--- src/rtl/mem_access_stage_if.sv ---
// Data-memory port of the memory-access stage.
// The stage drives a request (address, write enable, byte strobes, write data)
// and the memory answers with a one-cycle ack carrying the read word.
interface mem_access_stage_if;
  logic        mem_req;
  logic        mem_we;
  logic [31:0] mem_addr;
  logic [3:0]  mem_wstrb;
  logic [31:0] mem_wdata;
  logic        mem_ack;
  logic [31:0] mem_rdata;

  // Stage side: issues requests, consumes ack/read data
  modport master (
    output mem_req,
    output mem_we,
    output mem_addr,
    output mem_wstrb,
    output mem_wdata,
    input  mem_ack,
    input  mem_rdata
  );

  // Memory side: serves requests
  modport slave (
    input  mem_req,
    input  mem_we,
    input  mem_addr,
    input  mem_wstrb,
    input  mem_wdata,
    output mem_ack,
    output mem_rdata
  );
endinterface

--- src/rtl/mem_access_stage.sv ---
// Memory-access pipeline stage.
// Loads and stores run one req/ack transaction on the data-memory port; load
// data is lane-selected and sign/zero-extended. Every other alucode passes
// alu_result through with one cycle of latency. Results leave through a
// valid/ready handshake; misaligned accesses and memory timeouts are reported
// as flags travelling with the result.
module mem_access_stage #(
  parameter int TIMEOUT_CYCLES = 16
) (
  input  logic                      clk,
  input  logic                      rst,
  input  logic                      in_valid,
  output logic                      in_ready,
  input  logic [5:0]                alucode,
  input  logic [31:0]               alu_result,
  input  logic [31:0]               store_data,
  input  logic [4:0]                rd_addr,
  output logic                      out_valid,
  input  logic                      out_ready,
  output logic [31:0]               out_data,
  output logic [4:0]                out_rd,
  output logic                      misaligned,
  output logic                      bus_err,
  mem_access_stage_if.master        mem
);

  // Memory alucodes, define.vh encoding
  localparam logic [5:0] ALU_LB  = 6'd9;
  localparam logic [5:0] ALU_LH  = 6'd10;
  localparam logic [5:0] ALU_LW  = 6'd11;
  localparam logic [5:0] ALU_LBU = 6'd12;
  localparam logic [5:0] ALU_LHU = 6'd13;
  localparam logic [5:0] ALU_SB  = 6'd14;
  localparam logic [5:0] ALU_SH  = 6'd15;
  localparam logic [5:0] ALU_SW  = 6'd16;

  // The counter only needs to reach TIMEOUT_CYCLES-1: the edge that would
  // make it TIMEOUT_CYCLES is the timeout edge itself.
  localparam int CNT_W = (TIMEOUT_CYCLES > 1) ? $clog2(TIMEOUT_CYCLES) : 1;
  localparam logic [CNT_W-1:0] CNT_LAST = CNT_W'(TIMEOUT_CYCLES - 1);

  typedef enum logic [1:0] {IDLE, REQ, RESP} state_t;

  state_t state_reg, state_next;

  logic [5:0]       op_reg,        op_next;
  logic [1:0]       addr_lo_reg,   addr_lo_next;
  logic             out_valid_reg, out_valid_next;
  logic [31:0]      out_data_reg,  out_data_next;
  logic [4:0]       out_rd_reg,    out_rd_next;
  logic             mis_reg,       mis_next;
  logic             berr_reg,      berr_next;
  logic             mem_req_reg,   mem_req_next;
  logic             mem_we_reg,    mem_we_next;
  logic [31:0]      mem_addr_reg,  mem_addr_next;
  logic [3:0]       mem_wstrb_reg, mem_wstrb_next;
  logic [31:0]      mem_wdata_reg, mem_wdata_next;
  logic [CNT_W-1:0] tmo_cnt_reg,   tmo_cnt_next;

  logic        accept;
  logic        in_is_mem;
  logic        in_is_store;
  logic        in_misaligned;
  logic [3:0]  in_wstrb;
  logic [31:0] in_wdata;
  logic [31:0] load_value;

  logic [7:0]  rd_byte [4];
  logic [15:0] rd_half [2];

  assign in_ready = (state_reg == IDLE) || ((state_reg == RESP) && out_ready);
  assign accept   = in_valid && in_ready;

  assign out_valid  = out_valid_reg;
  assign out_data   = out_data_reg;
  assign out_rd     = out_rd_reg;
  assign misaligned = mis_reg;
  assign bus_err    = berr_reg;

  assign mem.mem_req   = mem_req_reg;
  assign mem.mem_we    = mem_we_reg;
  assign mem.mem_addr  = mem_addr_reg;
  assign mem.mem_wstrb = mem_wstrb_reg;
  assign mem.mem_wdata = mem_wdata_reg;

  // Split the read word into its byte and halfword lanes
  for (genvar gi = 0; gi < 4; gi++) begin : g_byte_lane
    assign rd_byte[gi] = mem.mem_rdata[8*gi +: 8];
  end
  for (genvar gi = 0; gi < 2; gi++) begin : g_half_lane
    assign rd_half[gi] = mem.mem_rdata[16*gi +: 16];
  end

  // Decode the incoming op: class, alignment and store lane encoding
  always_comb begin
    in_is_mem     = 1'b0;
    in_is_store   = 1'b0;
    in_misaligned = 1'b0;
    in_wstrb      = 4'b0000;
    in_wdata      = 32'd0;
    case (alucode)
      ALU_LB, ALU_LBU: begin
        in_is_mem = 1'b1;
      end
      ALU_LH, ALU_LHU: begin
        in_is_mem     = 1'b1;
        in_misaligned = alu_result[0];
      end
      ALU_LW: begin
        in_is_mem     = 1'b1;
        in_misaligned = (alu_result[1:0] != 2'b00);
      end
      ALU_SB: begin
        in_is_mem   = 1'b1;
        in_is_store = 1'b1;
        in_wstrb    = 4'b0001 << alu_result[1:0];
        in_wdata    = {4{store_data[7:0]}};
      end
      ALU_SH: begin
        in_is_mem     = 1'b1;
        in_is_store   = 1'b1;
        in_misaligned = alu_result[0];
        in_wstrb      = alu_result[1] ? 4'b1100 : 4'b0011;
        in_wdata      = {2{store_data[15:0]}};
      end
      ALU_SW: begin
        in_is_mem     = 1'b1;
        in_is_store   = 1'b1;
        in_misaligned = (alu_result[1:0] != 2'b00);
        in_wstrb      = 4'b1111;
        in_wdata      = store_data;
      end
      default: ;
    endcase
  end

  // Lane-select and extend the returned word for the latched load op
  always_comb begin
    load_value = mem.mem_rdata;
    case (op_reg)
      ALU_LB:  load_value = {{24{rd_byte[addr_lo_reg][7]}}, rd_byte[addr_lo_reg]};
      ALU_LBU: load_value = {24'd0, rd_byte[addr_lo_reg]};
      ALU_LH:  load_value = {{16{rd_half[addr_lo_reg[1]][15]}}, rd_half[addr_lo_reg[1]]};
      ALU_LHU: load_value = {16'd0, rd_half[addr_lo_reg[1]]};
      ALU_LW:  load_value = mem.mem_rdata;
      default: load_value = 32'd0;
    endcase
  end

  // Next-state and next-output logic; a new accept overrides the state's own update
  always_comb begin
    state_next     = state_reg;
    op_next        = op_reg;
    addr_lo_next   = addr_lo_reg;
    out_valid_next = out_valid_reg;
    out_data_next  = out_data_reg;
    out_rd_next    = out_rd_reg;
    mis_next       = mis_reg;
    berr_next      = berr_reg;
    mem_req_next   = mem_req_reg;
    mem_we_next    = mem_we_reg;
    mem_addr_next  = mem_addr_reg;
    mem_wstrb_next = mem_wstrb_reg;
    mem_wdata_next = mem_wdata_reg;
    tmo_cnt_next   = tmo_cnt_reg;

    case (state_reg)
      REQ: begin
        if (mem.mem_ack) begin
          // Ack wins even on the edge where the timeout would fire
          state_next     = RESP;
          mem_req_next   = 1'b0;
          out_valid_next = 1'b1;
          mis_next       = 1'b0;
          berr_next      = 1'b0;
          out_data_next  = mem_we_reg ? 32'd0 : load_value;
        end else if ((TIMEOUT_CYCLES != 0) && (tmo_cnt_reg == CNT_LAST)) begin
          state_next     = RESP;
          mem_req_next   = 1'b0;
          out_valid_next = 1'b1;
          mis_next       = 1'b0;
          berr_next      = 1'b1;
          out_data_next  = 32'd0;
        end else begin
          tmo_cnt_next = tmo_cnt_reg + 1'b1;
        end
      end
      RESP: begin
        if (out_ready) begin
          state_next     = IDLE;
          out_valid_next = 1'b0;
          mis_next       = 1'b0;
          berr_next      = 1'b0;
        end
      end
      default: ;
    endcase

    if (accept) begin
      op_next      = alucode;
      addr_lo_next = alu_result[1:0];
      out_rd_next  = rd_addr;
      mis_next     = 1'b0;
      berr_next    = 1'b0;
      if (!in_is_mem) begin
        state_next     = RESP;
        out_valid_next = 1'b1;
        out_data_next  = alu_result;
      end else if (in_misaligned) begin
        state_next     = RESP;
        out_valid_next = 1'b1;
        out_data_next  = 32'd0;
        mis_next       = 1'b1;
      end else begin
        state_next     = REQ;
        out_valid_next = 1'b0;
        out_data_next  = 32'd0;
        mem_req_next   = 1'b1;
        mem_we_next    = in_is_store;
        mem_addr_next  = {alu_result[31:2], 2'b00};
        mem_wstrb_next = in_wstrb;
        mem_wdata_next = in_wdata;
        tmo_cnt_next   = '0;
      end
    end
  end

  // State register; reset abandons any transaction in flight
  always_ff @(posedge clk or posedge rst) begin
    if (rst) begin
      state_reg <= IDLE;
    end else begin
      state_reg <= state_next;
    end
  end

  // Result, bus and timeout registers
  always_ff @(posedge clk or posedge rst) begin
    if (rst) begin
      op_reg        <= 6'd0;
      addr_lo_reg   <= 2'd0;
      out_valid_reg <= 1'b0;
      out_data_reg  <= 32'd0;
      out_rd_reg    <= 5'd0;
      mis_reg       <= 1'b0;
      berr_reg      <= 1'b0;
      mem_req_reg   <= 1'b0;
      mem_we_reg    <= 1'b0;
      mem_addr_reg  <= 32'd0;
      mem_wstrb_reg <= 4'd0;
      mem_wdata_reg <= 32'd0;
      tmo_cnt_reg   <= '0;
    end else begin
      op_reg        <= op_next;
      addr_lo_reg   <= addr_lo_next;
      out_valid_reg <= out_valid_next;
      out_data_reg  <= out_data_next;
      out_rd_reg    <= out_rd_next;
      mis_reg       <= mis_next;
      berr_reg      <= berr_next;
      mem_req_reg   <= mem_req_next;
      mem_we_reg    <= mem_we_next;
      mem_addr_reg  <= mem_addr_next;
      mem_wstrb_reg <= mem_wstrb_next;
      mem_wdata_reg <= mem_wdata_next;
      tmo_cnt_reg   <= tmo_cnt_next;
    end
  end

endmodule

--- src/flat_wrapper.sv ---
// flat-port wrapper written by rule: the top's interface ports become plain ports
module mem_access_stage_flat 
#(
  parameter int TIMEOUT_CYCLES = 16
)
  (clk, rst, in_valid, in_ready, alucode, alu_result, store_data, rd_addr, out_valid, out_ready, out_data, out_rd, misaligned, bus_err, mem_mem_req, mem_mem_we, mem_mem_addr, mem_mem_wstrb, mem_mem_wdata, mem_mem_ack, mem_mem_rdata);
  mem_access_stage_if mem_i ();
  input  logic clk;
  input  logic rst;
  input  logic in_valid;
  output logic in_ready;
  input  logic [5:0] alucode;
  input  logic [31:0] alu_result;
  input  logic [31:0] store_data;
  input  logic [4:0] rd_addr;
  output logic out_valid;
  input  logic out_ready;
  output logic [31:0] out_data;
  output logic [4:0] out_rd;
  output logic misaligned;
  output logic bus_err;
  output wire logic [$bits(mem_i.mem_req)-1:0] mem_mem_req;
  output wire logic [$bits(mem_i.mem_we)-1:0] mem_mem_we;
  output wire logic [$bits(mem_i.mem_addr)-1:0] mem_mem_addr;
  output wire logic [$bits(mem_i.mem_wstrb)-1:0] mem_mem_wstrb;
  output wire logic [$bits(mem_i.mem_wdata)-1:0] mem_mem_wdata;
  input wire logic [$bits(mem_i.mem_ack)-1:0] mem_mem_ack;
  input wire logic [$bits(mem_i.mem_rdata)-1:0] mem_mem_rdata;
  assign mem_mem_req = mem_i.mem_req;
  assign mem_mem_we = mem_i.mem_we;
  assign mem_mem_addr = mem_i.mem_addr;
  assign mem_mem_wstrb = mem_i.mem_wstrb;
  assign mem_mem_wdata = mem_i.mem_wdata;
  assign mem_i.mem_ack = mem_mem_ack;
  assign mem_i.mem_rdata = mem_mem_rdata;
  mem_access_stage #(.TIMEOUT_CYCLES(TIMEOUT_CYCLES)) u_core (.clk(clk), .rst(rst), .in_valid(in_valid), .in_ready(in_ready), .alucode(alucode), .alu_result(alu_result), .store_data(store_data), .rd_addr(rd_addr), .out_valid(out_valid), .out_ready(out_ready), .out_data(out_data), .out_rd(out_rd), .misaligned(misaligned), .bus_err(bus_err), .mem(mem_i));
endmodule
--- config.mk ---
export PLATFORM = sky130hd
export DESIGN_NAME = mem_access_stage_flat
export DESIGN_NICKNAME = d
export VERILOG_FILES = /design/src/rtl/mem_access_stage_if.sv /design/src/rtl/mem_access_stage.sv /design/src/flat_wrapper.sv
export SDC_FILE = /design/constraint.sdc
export NUM_CORES = 1
export LEC_CHECK = 0
export CORE_MARGIN = 10
export CORE_UTILIZATION = 40
export CTS_CLUSTER_DIAMETER = 100
export CTS_CLUSTER_SIZE = 30
export DETAILED_ROUTE_END_ITERATION = 8
export GPL_TIMING_DRIVEN = 0
export MAX_ROUTING_LAYER = met4
export PLACE_DENSITY = 0.72
export SYNTH_ARGS = -nofsm -noshare
export SYNTH_HDL_FRONTEND = slang
export SYNTH_SLANG_ARGS = --single-unit
--- constraint.sdc ---
create_clock -name clk -period 4.65 [get_ports clk]
set_clock_uncertainty 0.05 [all_clocks]
set_input_delay 0.6975 -clock clk [delete_from_list [all_inputs] [get_ports clk]]
set_output_delay 0.6975 -clock clk [all_outputs]
set_load 0.01 [all_outputs]
==> results.ini, run 1 <==
[floorplan]
num_rows = 45
die_x_um = 146
io_pins = 223
core_mm2 = 0.0153
die_h_um = 146
initial_utilization_pct = 41.2
dieArea_mm2 = 0.0212

[setup_path]
end_kind = flip-flop
arrival_ns = 3.39
r2r_setup_slack_ns = 1.66
r2r_cells = 8
cp_data_required_time_ns = 4.95
worstPathCellList = clkdlybuf4s50_1 > o311ai_0 > a21oi_4 > nor2_1 > clkbuf_1 > a221o_1
critPathMaxStageDelay_ns = 0.62
r2r_end = u_core.out_data[9]
worstSetupStartpointType = primary input
crit_type = primary input to flip-flop
crit_fanout = 10
r2r_start = u_core.state_reg[0]
cpMaxStageDelayCell = o311ai_0

[global_route]
grt_pass1_vias = 5764
grt_pass1_wl_mm = 34.0
top_usage_layer = met2
grtUsageMet2_pct = 32.3
grtUsageMet3_pct = 8.17
grt_max_degree = 89
antenna_found_initial = 0
grt.met1_usage_pct = 24.7
track_usage_pct = 20.8
gr-total-overflow = 0

[detailed_routing]
drc = 0
drtAntennaViolNets = 0
vias = 5404
drt_iter0_drc = 369
routed_wl_mm = 21.8
drt_first_pass_iters = 5
vias_per_cell = 5.37
wire_per_inst_um = 21.6

[logic_synthesis]
synth_top_area_cell = dfrtp_1
ys_async_sr_fraction_pct = 100
synth_common_cells = dfrtp_1, nand2_1, mux2_4
ys_types = 50
synthFlopType = dfrtp_1
ys_seq_area_share_pct = 47.9
synth_area_leaders = dfrtp_1, mux2_4, mux2_2, nand2_1, a221o_1
synthCells = 543
synth_edf_count = 0
avgSynthCellArea_um2 = 11.6
synth_most_common_cell = dfrtp_1
yosys_warnings = 0
synth_top_area_share_pct = 47.9
syn_area_mm2 = 0.00631
ys_seq_elements = 121

[sta]
slew_viol_final = 0
slew_headroom_pct = 33.2
fmax_mhz = 324
rsz0062_at_grt = no
final-hold-violation-count = 0
setup_viol = 0
worst_slew_pin_slew_ns = 0.994
setup_tns_ns = 0
finalCritPeriodShare_pct = 66.4
fin_crit_ns = 3.09

[cells_and_area]
fin_nets = 899
antenna_cells = 0
area_growth_pct = 49.3
multi_input_area_mm2 = 0.00295
regArea_mm2 = 0.00303
drive_above_1_share_pct = 16.6
fill_cells = 1298

[power]
vdd_drop_max_uv = 277
total_power_w = 0.00521
p_per_area_mw_per_mm2 = 553
p_leak_nw = 4.18

[run_status]
status = completed

[clocking]
cts_hold_buf = 0
cts_tree = built
cts-root-buf = clkbuf_16
clk-insertion-delay-late_ns = 0.42
cts_max_level = 4
clockBufferDepth = 2
clk_pin_slew_ns = 0.06
cts_setup_buffers = 0
ctsResizeCount = 0
cts-buffers-inserted = 17
clkSinkCount = 121

[placed_design]
portBuffers = 219
dp_hpwl_mm = 16.9
gp_congestion = 0.865

[worst_hold_path]
holdPathStages = 2
worstHoldStart = u_core.out_rd[2]
hold_class = flip-flop to flip-flop
hold_path_end = u_core.out_rd[2]

[run]
maxCapViolCount = 0

-- cell families after synthesis --
family / after synthesis / synth area share, %
muxes: 94 / 19.1
other: 1 / 0.0594
and+or+nand+nor: 135 / 10.3
adders and majority gates: 4 / 0.793
DFF: 121 / 47.9
xor gates and xnor gates: 2 / 0.277
buffers and inverters: 60 / 5.41
AOI/OAI and AO/OA: 126 / 16.0
-- power by group --
group	internal (W)	total [W]	switching, W
clock network	0.000855	0.00138	0.000525
registers	0.00145	0.00167	0.000229
logic	0.00122	0.00216	0.000942
total	0.00352	0.00521	0.00170
-- worst max-delay path by stage --
| stage | slack (ns) | to | depth (start not counted) | from |
|---|---|---|---|---|
| final | 1.56 | u_core.out_data[28] | 6 | alucode[2] |
| after detailed placement | 1.19 | u_core.mem.mem_addr[2] | 8 | alucode[3] |
| after floorplan | 0.69 | u_core.addr_lo_reg[0] | 1 | rst |
| after global routing | 1.43 | u_core.out_data[23] | 6 | alucode[2] |
| after global placement | -1.01 | u_core.mem.mem_wdata[27] | 2 | rst |
| after CTS | 1.62 | u_core.out_data[12] | 7 | alucode[3] |
-- cell type report --
class,instances,area share [%]
plain buffers,41,2.87
repair buffers,220,23.5
flip-flops and latches,121,32.1
clock inverters,15,2.07
inverters,19,0.810
clock buffers,17,4.51
well taps,211,2.80
multi-input cells,363,31.3
-- critical path: cells and delay by family --
kind | cells | cell delay (ns)
AOI/OAI and AO/OA | 3 | 1.05
buffers and inverters | 2 | 1.02
and+or+nand+nor | 1 | 0.62
-- stage by stage --
step                worst slack (ns)  cells  utilization, %  hold WS [ns]  cell area, um2
floorplan                      0.688    544               -         0.386            6320
global placement               -1.01    974            57.3         0.406            8770
detailed placement              1.19    975            57.5         0.416            8810
CTS                             1.62   1007            61.6         0.430            9430
global route                    1.43   1007            61.6         0.461            9430
finish                          1.56   1007            61.6         0.426            9430
-- cells in the final DEF (no fill, tap or decap), types with 3 or more instances in the layout --
cell type	n
a211o_1	8
a21oi_1	13
a221o_1	25
a22o_1	24
a31oi_1	17
a32oi_1	15
and2_1	5
buf_1	4
buf_12	6
buf_4	3
bufinv_16	3
clkbuf_1	27
clkbuf_16	17
clkdlybuf4s50_1	219
clkinv_4	7
dfrtp_1	121
ha_1	4
inv_1	18
inv_6	3
mux2_2	40
mux2_4	41
mux2i_1	12
nand2_1	74
nand3_1	12
nand3b_1	3
nand4_1	3
nor2_1	15
nor2b_1	5
o21ai_0	9
o221ai_1	4
-- per-layer routing --
layer,routed length (um),share of wire (%),vias to the layer above
li1,-,-,2505
met1,9530,44,2636
met2,10100,47,246
met4,233,1.1,0
met3,1870,8.6,17
met5,0,0,-
Note: power is estimated with default switching activity, not from simulation.
==> run 2, diff against run 1 <==
--- a/config.mk
+++ b/config.mk
@@ -12,7 +12,7 @@
 export DETAILED_ROUTE_END_ITERATION = 8
 export GPL_TIMING_DRIVEN = 0
 export MAX_ROUTING_LAYER = met4
-export PLACE_DENSITY = 0.72
+export PLACE_DENSITY = 0.75
 export SYNTH_ARGS = -nofsm -noshare
 export SYNTH_HDL_FRONTEND = slang
 export SYNTH_SLANG_ARGS = --single-unit
==> constraint.sdc (replaced) <==
create_clock -name clk -period 2.55 [get_ports clk]
set_clock_uncertainty 0.05 [all_clocks]
set_input_delay 0.3825 -clock clk [delete_from_list [all_inputs] [get_ports clk]]
set_output_delay 0.3825 -clock clk [all_outputs]
set_load 0.01 [all_outputs]
==> results.ini, run 2 (synthesized netlist as in run 1, its figures left out) <==
[setup_path]
r2r_end = u_core.out_data[13]
critPathMaxStageDelay_ns = 0.57  ; -0.05 ns
r2r_setup_slack_ns = 0.1  ; -1.56 ns
worstPathCellList = dlygate4sd2_1 > or4b_4 > a211o_1 > a221oi_2 > nand3b_4 > buf_12 > buf_12 > mux2_4
crit_buf_inv = 3  ; +1
crit_type = primary input to flip-flop
crit_end = u_core.mem.mem_addr[2]
end_kind = flip-flop
r2r_cells = 6  ; -2
cp_data_required_time_ns = 2.80  ; -2.15 ns
cp_num_cells = 8  ; +2
worstSetupStartpointType = primary input
crit_top_cell = buf_12
r2r_start = u_core.op_reg[5]
cp_top_family = simple AND/OR/NAND/NOR gates
startpoint = alucode[3]
arrival_ns = 2.71  ; -0.68 ns
crit_fanout = 10  ; unchanged
cpMaxStageDelayCell = or4b_4

[detailed_routing]
drt_first_pass_iters = 5  ; unchanged
wire_per_inst_um = 22.0  ; +2.0%
routed_wl_mm = 22.3  ; +2.5%
drtAntennaViolNets = 0  ; unchanged
drt_iter0_drc = 304  ; -18%
vias_per_cell = 5.48  ; +2.0%
drc = 0  ; unchanged
vias = 5542  ; +2.6%

[sta]
fmax_mhz = 407
setup_viol = 0  ; unchanged
setup_tns_ns = 0  ; unchanged
slew_headroom_pct = 37.2  ; +4.0 points
rsz0062_at_grt = no
finalCritPeriodShare_pct = 96.3
worst_slew_pin_slew_ns = 0.935  ; -0.0591 ns
final-hold-violation-count = 0  ; unchanged
timing.hold.ws_ns = 0.200  ; -0.226 ns
fin_crit_ns = 2.45
slew_viol_final = 0  ; unchanged

[floorplan]
die_x_um = 146  ; unchanged
die_h_um = 146  ; unchanged
io_pins = 223  ; unchanged
dieArea_mm2 = 0.0212  ; unchanged
core_mm2 = 0.0153  ; unchanged
initial_utilization_pct = 41.2  ; unchanged
num_rows = 45  ; unchanged

[cells_and_area]
regArea_mm2 = 0.00303  ; unchanged
final_cell_mix = clkdlybuf4s50_1, dfrtp_1, nand2_1, mux2_4, mux2_2
fill_cells = 1241  ; -4.4%
area_growth_pct = 50.7
multi_input_area_mm2 = 0.00301  ; +2.1%
final_common_cell = clkdlybuf4s50_1
fin_nets = 901  ; +0.22%
drive_above_1_share_pct = 19.0  ; +2.5 points

[global_route]
grt_pass1_wl_mm = 34.7  ; +2.3%
grt_pass1_vias = 5980  ; +3.7%
antenna_found_initial = 3  ; +3
gr-total-overflow = 0  ; unchanged
track_usage_pct = 21.4  ; +0.66 points
grt_max_degree = 43  ; -52%

[power]
swShare_pct = 32.7  ; +0.19 points
p_int_w = 0.00640  ; +82%
vdd_drop_max_uv = 522  ; +89%
power_frac_clock_pct = 25.8  ; -0.7 points
p_per_area_mw_per_mm2 = 999  ; +81%
seqPwrFrac_pct = 32.5  ; +0.4 points
pwr-share-comb_pct = 41.7  ; +0.3 points
p_sw_w = 0.00311  ; +83%
p_leak_nw = 4.21  ; +0.63%
total_power_w = 0.00951  ; +82%

[clocking]
cts_tree = built
clockBufferDepth = 2  ; unchanged
clkSinkCount = 121  ; unchanged
cts-buffers-inserted = 17  ; unchanged
clk-insertion-delay-late_ns = 0.42  ; about the same
cts_max_level = 4  ; unchanged
clk_pin_slew_ns = 0.06  ; about the same
cts-root-buf = clkbuf_16

[run_status]
status = completed

[placed_design]
portBuffers = 219  ; unchanged
gp_congestion = 0.925  ; +7.0%
dp_hpwl_mm = 17.4  ; +2.6%

[worst_hold_path]
hold_class = primary input to asynchronous set/reset pin

[run]
maxCapViolCount = 0  ; unchanged

==> run 2: changes by cell type in the layout (fill, tap and decap cells not counted), moves of 4 or more <==
cell,delta
clkdlybuf4s50_1,-4
clkbuf_2,+5
clkbuf_1,-7
clkinv_4,-5
dlygate4sd2_1,+4
clkinvlp_4,+5
==> run 2: power groups by stage <==
stage | combinational, W | sequential (W) | clock [W]
floorplan | 0.00164 | 0.00332 | 0
global placement | 0.00387 | 0.00304 | 0
detailed placement | 0.00395 | 0.00308 | 0
CTS | 0.00397 | 0.00309 | 0.00249
global route | 0.00425 | 0.00319 | 0.00259
finish | 0.00396 | 0.00309 | 0.00245
==> run 2: how the worst min path moves through the flow <==
| stage | from | endpoint |
|---|---|---|
| after global placement | u_core.op_reg[3] | u_core.op_reg[3] |
| after detailed placement | u_core.op_reg[3] | u_core.op_reg[3] |
| final | rst | u_core.mem.mem_addr[30] |
| after floorplan | u_core.op_reg[3] | u_core.op_reg[3] |
| after CTS | rst | u_core.mem.mem_addr[30] |
| after global routing | rst | u_core.mem.mem_addr[30] |
==> run 2: cell type report <==
cell class / count / share of cell area [%]
Timing Repair Buffer: 224 / 23.8
Sequential cell: 121 / 31.8
Tap cell: 211 / 2.77
Antenna cell: 3 / 0.0789
Inverter: 19 / 0.789
Buffer: 39 / 2.83
Clock buffer: 17 / 4.47
Multi-Input combinational cell: 363 / 31.6
Clock inverter: 15 / 1.85
==> run 2: timing repair <==
| item | in CTS | in global routing |
|---|---|---|
| resized for setup | 14 | 12 |
| buffers inserted | 2 | 0 |
| hold buffers | 0 | 0 |
| endpoints found under the setup margin | 83 | 52 |
| pin swaps | 1 | 0 |
==> run 2: worst register-to-register path, stage by stage (launching register included) <==
cell,delay [ns]
dfrtp_1,0.37
or3b_1,0.37
clkbuf_1,0.21
nor3b_2,0.53
nand2_1,0.34
a21oi_1,0.35
a221o_1,0.15
==> run 2: per-layer routing <==
layer	GRT usage [%]	share of wire [%]	vias to the layer above
met5	-	0	-
met4	8.65	3.1	0
met3	7.42	8.8	44
met2	32.7	45	295
met1	25.5	43	2685
li1	-	-	2518
==> run 2: per-stage QoR <==
stage                     instance area [um2]  utilization (%)  setup slack (ns)  instances
after floorplan                          6320                -             0.145        544
after global placement                   8780             57.3            -0.542        974
after detailed placement                 8840             57.7            -0.643        977
after CTS                                9470             61.8            0.0176       1009
after global routing                     9520             62.2           0.00892       1012
final                                    9520             62.2            0.0952       1012
